==> config.mk <==
export PLATFORM = sky130hd
export DESIGN_NAME = byte_group_tx
export DESIGN_NICKNAME = d
export VERILOG_FILES = /design/src/rtl/byte_group_pkg.sv /design/src/rtl/group_sum.sv /design/src/rtl/byte_group_tx.sv
export SDC_FILE = /design/constraint.sdc
export NUM_CORES = 1
export LEC_CHECK = 0
export BUFFER_PORTS_ARGS = -buffer_cell sky130_fd_sc_hd__buf_4
export CORE_UTILIZATION = 63
export CTS_BUF_LIST = sky130_fd_sc_hd__clkbuf_4 sky130_fd_sc_hd__clkbuf_8
export CTS_CLUSTER_SIZE = 28
export DETAILED_ROUTE_END_ITERATION = 12
export PLACE_DENSITY = 0.88
export RECOVER_POWER = 25
export SLEW_MARGIN = 0
export SYNTH_ARGS = -nofsm -noshare
export SYNTH_HDL_FRONTEND = slang
export SYNTH_SLANG_ARGS = --single-unit
==> constraint.sdc <==
create_clock -name clk -period 3.4 [get_ports clk]
set_clock_uncertainty 0.15 [all_clocks]
set_input_delay 0 -clock clk [delete_from_list [all_inputs] [get_ports clk]]
set_output_delay 0 -clock clk [all_outputs]
set_load 0.005 [all_outputs]
==> src/rtl/byte_group_pkg.sv <==
// Shared constants and types for the byte-group transmit/accumulate path.
package byte_group_pkg;

    localparam int DATA_W = 8;
    localparam int BEATS  = 4;
    localparam int CNT_W  = $clog2(BEATS);
    localparam int SUM_W  = DATA_W + CNT_W;

    typedef enum logic [0:0] {
        IDLE = 1'b0,
        SEND = 1'b1
    } state_t;

endpackage

==> src/rtl/group_sum.sv <==
// Combinational adder: zero-extended sum of BEATS lanes of DATA_W bits each.
// Sized so that the all-ones input cannot overflow SUM_W.
module group_sum #(
    parameter int DATA_W = 8,
    parameter int BEATS  = 4,
    parameter int SUM_W  = 10
) (
    input  logic [DATA_W*BEATS-1:0] lanes,
    output logic [SUM_W-1:0]        sum
);

    logic [SUM_W-1:0] acc_s;

    // Add every lane after zero-extending it to the result width.
    always_comb begin
        acc_s = '0;
        for (int i = 0; i < BEATS; i++) begin
            acc_s = acc_s + SUM_W'(lanes[i*DATA_W +: DATA_W]);
        end
    end

    assign sum = acc_s;

endmodule

==> src/rtl/byte_group_tx.sv <==
// Serializes 32-bit words into four byte beats (LSB first), flags the final
// beat, and reports the byte sum of each completed word.
module byte_group_tx
    import byte_group_pkg::*;
(
    input  logic                    clk,
    input  logic                    rst_n,
    input  logic [DATA_W*BEATS-1:0] word_in,
    input  logic                    word_valid,
    output logic                    word_ready,
    output logic [DATA_W-1:0]       byte_out,
    output logic                    byte_valid,
    input  logic                    byte_ready,
    output logic                    byte_last,
    output logic [SUM_W-1:0]        sum_out,
    output logic                    sum_valid
);

    state_t                    state_r;
    logic [DATA_W*BEATS-1:0]   shift_r;
    logic [CNT_W-1:0]          cnt_r;
    logic [SUM_W-1:0]          pend_sum_r;
    logic [SUM_W-1:0]          sum_out_r;
    logic                      byte_valid_r;
    logic                      byte_last_r;
    logic                      sum_valid_r;

    logic [SUM_W-1:0]          word_sum_s;
    logic                      word_ready_s;
    logic                      load_s;
    logic                      xfer_s;
    logic                      last_xfer_s;

    // The byte sum is computed on the incoming word so it can be captured at load.
    group_sum #(
        .DATA_W (DATA_W),
        .BEATS  (BEATS),
        .SUM_W  (SUM_W)
    ) u_group_sum (
        .lanes (word_in),
        .sum   (word_sum_s)
    );

    // Ready when idle, or when the final beat leaves this cycle (no bubble).
    always_comb begin
        word_ready_s = 1'b0;
        case (state_r)
            IDLE:    word_ready_s = 1'b1;
            SEND:    word_ready_s = byte_last_r && byte_ready;
            default: word_ready_s = 1'b0;
        endcase
    end

    assign load_s      = word_valid && word_ready_s;
    assign xfer_s      = byte_valid_r && byte_ready;
    assign last_xfer_s = xfer_s && byte_last_r;

    // FSM, shift register, beat counter and all registered outputs.
    always_ff @(posedge clk or negedge rst_n) begin
        if (!rst_n) begin
            state_r      <= IDLE;
            shift_r      <= '0;
            cnt_r        <= '0;
            pend_sum_r   <= '0;
            sum_out_r    <= '0;
            byte_valid_r <= 1'b0;
            byte_last_r  <= 1'b0;
            sum_valid_r  <= 1'b0;
        end else begin
            // The sum of the outgoing word is published as its last beat leaves;
            // pend_sum_r may be overwritten by a new load in the same cycle.
            sum_valid_r <= last_xfer_s;
            if (last_xfer_s) begin
                sum_out_r <= pend_sum_r;
            end else begin
                sum_out_r <= sum_out_r;
            end

            if (load_s) begin
                state_r      <= SEND;
                shift_r      <= word_in;
                pend_sum_r   <= word_sum_s;
                cnt_r        <= '0;
                byte_valid_r <= 1'b1;
                byte_last_r  <= 1'b0;
            end else if (last_xfer_s) begin
                state_r      <= IDLE;
                shift_r      <= '0;
                cnt_r        <= '0;
                byte_valid_r <= 1'b0;
                byte_last_r  <= 1'b0;
            end else if (xfer_s) begin
                shift_r      <= shift_r >> DATA_W;
                cnt_r        <= cnt_r + CNT_W'(1);
                // Next beat is the final one when the counter is about to reach BEATS-1.
                byte_last_r  <= (cnt_r == CNT_W'(BEATS - 2));
            end else begin
                state_r      <= state_r;
                shift_r      <= shift_r;
                cnt_r        <= cnt_r;
                byte_valid_r <= byte_valid_r;
                byte_last_r  <= byte_last_r;
            end
        end
    end

    assign word_ready = word_ready_s;
    assign byte_out   = shift_r[DATA_W-1:0];
    assign byte_valid = byte_valid_r;
    assign byte_last  = byte_last_r;
    assign sum_out    = sum_out_r;
    assign sum_valid  = sum_valid_r;

endmodule

Word level (Yosys, flattened, before mapping) --
Index checks and enable logic that the tools add are counted.
Cells by class: $add $sub $neg 4, equality and inequality tests 1, mux-type cells 12, bitwise gates (word level) 1, reduce and logical (&&, ||, !) cells 6
Operators by type and width (number):
- $mux 32 | 3
- $add 10x8->10 | 2
- $add 8x8->9 | 1
- $mux 2 | 3
- $mux 1 | 5
- $logic_and 1x1->1 | 4
- $reduce_bool 3->1 | 1
- $add 2x1->2 const B | 1
- $eq 2x2->1 const B | 1
- $pmux 1 s2 | 1
- $reduce_bool 2->1 | 1
- $not 1->1 | 1
Word-level totals: flip-flop bits (word level) 57, input port bits 36, output and inout port bits 22, logic and storage cells 31

Depth between registers and ports, before layout --
word-level depth 4, mapped depth 16, mapped depth without buffers 16

Modules after synthesis --
From an unflattened synthesis, not the netlist that was laid out.
Unflattened totals: cell total of the unflattened synthesis 278, area, all modules 3261.9 um^2
Modules (own cells, without submodules):
- byte_group_tx | instances 1, cells each 183, area each 2441.1 um^2
- group_sum | instances 1, cells each 95, area each 820.8 um^2

Least setup slack after synthesis --
Ideal clock, no wire load.
path kind input-to-reg, start input word_in[0], end register pend_sum_r[8], arrival time 2.668 ns, data required time 3.122 ns, setup slack 0.454 ns, cell stages on the path 16, path through ha_1 > inv_1 > fa_1 > nor2b_1 > o21ai_1 > a21boi_0 > o21ai_0 > a21o_1 > fa_1 > inv_1 > ha_1 > o21ai_0 > nor2_1 > a21oi_1 > xor2_1 > o21ai_0
On the way: cells in the longest elaborated chain, start to end 3
RTL lines:
- start: declaration | line byte_group_tx.sv:8 | input logic [DATA_W*BEATS-1:0] word_in,
- $add 8x8->9 | line group_sum.sv:18 | acc_s = acc_s + SUM_W'(lanes[i*DATA_W +: DATA_W]);
- $add 10x8->10 (2 in series) | line group_sum.sv:18
- end signal: assignment | line byte_group_tx.sv:82 | pend_sum_r <= word_sum_s;
- end: declaration | line byte_group_tx.sv:22 | logic [SUM_W-1:0] pend_sum_r;
No other way between the ends. A chain may end at the register's enable or synchronous reset.

Worst setup path in the final report --
start input word_in[4], end register pend_sum_r[7]
The elaborated chain is that of the path after synthesis.

==> results.json <==
{
  "outcome": "finished, final reports clean",
  "avgSynthCellArea_um2": 9.84,
  "viasPerCell": 5.97,
  "insertion_delay_ns": 0.34,
  "hold_path_depth": 5,
  "synth_common_cells": "dfrtp_1 (57), nand2_1 (47), inv_1 (37)",
  "powerDensity_nw_per_um2": 701,
  "p_int_mw": 1.92,
  "cts-htree-levels": 3,
  "grt_usage": 0.319,
  "synthArstFlopShare": 1.00,
  "min_path_type": "input port to flip-flop",
  "clock_power_share": 0.235,
  "grt_pass1_vias": 2840,
  "rsz0062_at_grt": "false",
  "ir_drop_uv": 413,
  "hold_ws_ns": 0.0212,
  "p_sw_mw": 1.09,
  "antenna_found_initial": 0,
  "drc": 0,
  "syn_area_um2": 3330,
  "ios": 58,
  "slew_headroom": 0.0734,
  "cts.reportedPaths.clkPinSlew_ns": 0.07,
  "reg2reg_slack_ns": 1.35,
  "yosys.cell_types.count": 42,
  "num_rows": 26,
  "worst_pin_slew_ns": 1.39,
  "ant_nets": 0,
  "tns_ns": 0,
  "maxSlewViolCount": 0,
  "cts_made_buffers": 9,
  "synth.area.top_cells": "dfrtp_1 (43%), ha_1 (6.4%), fa_1 (6.0%), nand2_1 (5.3%), a22oi_2 (5.3%)",
  "setup_viol": 0,
  "post_cts_buffers": 0,
  "cp.buffers_inverters": 3,
  "synth-edff-count": 0,
  "power_frac_comb": 0.388,
  "diodes": 0,
  "coreArea_um2": 5110,
  "required_ns": 3.43,
  "slowest_delay_ns": 0.54,
  "timing.rr.end": "shift_r[27]$_DFFE_PN0P_",
  "place.gp.congestion": 0.819,
  "path_class": "input port to flip-flop",
  "timing.rr.start": "byte_last$_DFFE_PN0P_",
  "finalCritPeriodShare": 0.946,
  "cts_tree": "built",
  "cts_root_buf": "clkbuf_8",
  "die_x_um": 74.7,
  "dp_hpwl_mm": 4.74,
  "syn_inst": 338,
  "via_count": 2941,
  "area_growth_pct": 29.1,
  "path_cells": "dlygate4sd3_1, buf_4, ha_2, and3_1, a21oi_2, nand2_1, nor2_1, xor2_1, fa_1, inv_1, ha_4, o21a_1, o31ai_2, nand2b_1, a211oi_1, o31ai_1",
  "path_delay_family": "adder cells",
  "dieArea_um2": 5570,
  "syn_nets": 401,
  "clk_path_buf_depth": 2,
  "start_util": 0.651,
  "crit_fanout": 5,
  "grt-ovfl-total": 0,
  "cp-end-kind": "flip-flop",
  "rr_worst_depth": 5,
  "critPathSlowestCell": "dlygate4sd3_1",
  "drt_first_pass_iters": 7,
  "synth_top_cell_area_share": 0.429,
  "grt_pass1_wl_mm": 12.9,
  "io_buffers": 57,
  "drt-initial-drc-count": 312,
  "die-height_um": 74.7,
  "fmax_mhz": 311,
  "cts_sinks": 57,
  "sequentialPowerShare": 0.376,
  "finalHoldViolations": 0,
  "start_kind": "input port",
  "fin_crit_ns": 3.22,
  "yosysMostFrequentCell": "dfrtp_1",
  "drive_gt1_frac": 0.260,
  "synth.largest_area_cell": "dfrtp_1",
  "yosysSeqAreaShare": 0.429,
  "ys_warn_count": 0,
  "arrival_ns": 3.25,
  "crit_cells": 16,
  "wl_mm": 8.52,
  "switching_share": 0.363,
  "min_to": "pend_sum_r[0]$_DFFE_PN0P_",
  "finalNetCount": 482,
  "ys.flop_type": "dfrtp_1",
  "grt_max_degree": 58,
  "synth-seq-cells": 57,
  "wire_per_inst_um": 17.3,
  "leakage_nw": 2.17,
  "min_from": "word_in[8]",
  "maxCapViolations": 0
}
## power by group through the flow
stage	Clock (mW)	Combinational (mW)	Sequential, mW
floorplan	0	0.782	1.09
global placement	0	1.02	1.11
CTS	0.703	1.12	1.12
global route	0.735	1.29	1.16
finish	0.709	1.17	1.13
detailed placement	0	1.06	1.12
## layout by cell type, fill, tap and decap left out, types with 3 or more instances in the layout
cell type / count
a21oi_1: 8
mux2_2: 9
inv_1: 37
ha_1: 14
nor2_1: 7
a21o_1: 3
buf_4: 43
clkbuf_4: 13
a22oi_2: 14
o21ai_0: 21
clkbuf_8: 10
nor3_1: 3
dfrtp_1: 57
a22oi_1: 10
xor2_1: 6
nand2_1: 47
nand3_1: 35
fa_1: 10
dlygate4sd3_1: 35
## final cells by class
type | instances | area, µm²
tap | 70 | 87.6
sequential | 57 | 1430
fill | 261 | 815
inverter | 37 | 139
timing repair buffer | 94 | 783
clock inverter | 5 | 80.1
multi-input combinational | 220 | 1640
clock buffer | 10 | 138
## flip-flops by register name (all words and copies together) (netlist names)
register / cells
sum_out: 10
cnt_r: 2
byte_last: 1
sum_valid: 1
byte_valid: 1
shift_r: 32
pend_sum_r: 10
## per-layer routing
metal / part of all wire / GRT usage
met5: 0 / 0
met4: 0.040 / 0.205
met3: 0.062 / 0.0549
met2: 0.51 / 0.542
met1: 0.38 / 0.376
## worst max-delay path by stage
stage                 from                        end  slack [ns]
6_report        word_in[4]  pend_sum_r[7]$_DFFE_PN0P_        0.18
3_3_place_gp    word_in[0]  pend_sum_r[8]$_DFFE_PN0P_        0.18
4_1_cts        word_in[11]  pend_sum_r[8]$_DFFE_PN0P_        0.05
2_1_floorplan   word_in[0]  pend_sum_r[8]$_DFFE_PN0P_        0.45
5_1_grt         word_in[4]  pend_sum_r[8]$_DFFE_PN0P_       0.009
3_5_place_dp    word_in[8]  pend_sum_r[8]$_DFFE_PN0P_       -0.05
## worst reg2reg max path: cells and delay by family, from the launching register on
family	cells	cell delay (ns)
AND/OR/NAND/NOR	4	1.12
flip-flops	1	0.47
AO/OA/AOI/OAI	1	0.15
## kinds of logic (layout without fill, tap and decap cells)
group                    count (synthesis)  after routing  share of synthesized area
AO/OA/AOI/OAI                           70             70                      0.159
XOR/XNOR                                 8              8                     0.0211
adder cells (fa/ha/maj)                 27             27                      0.124
buffers and inverters                   61            146                     0.0929
flip-flops                              57             57                      0.429
multiplexers                             9              9                     0.0305
AND/OR/NAND/NOR                        106            106                      0.144
## what timing repair did
item                       CTS  global route
gates resized for setup      0            10
hold endpoints to repair    91             0
setup endpoints to repair    0             3
hold buffers                35             0
## metrics by stage
stage	area, µm²	util	instances	setup WS, ns	power (mW)
after floorplan	3330	-	338	0.454	1.87
after global placement	3690	0.722	443	0.179	2.13
after detailed placement	3690	0.722	443	-0.0536	2.19
after CTS	4260	0.833	493	0.0532	2.94
after global routing	4290	0.841	493	0.00913	3.18
final	4290	0.841	493	0.183	3.01
No activity file was read; power rests on OpenSTA's default activity.
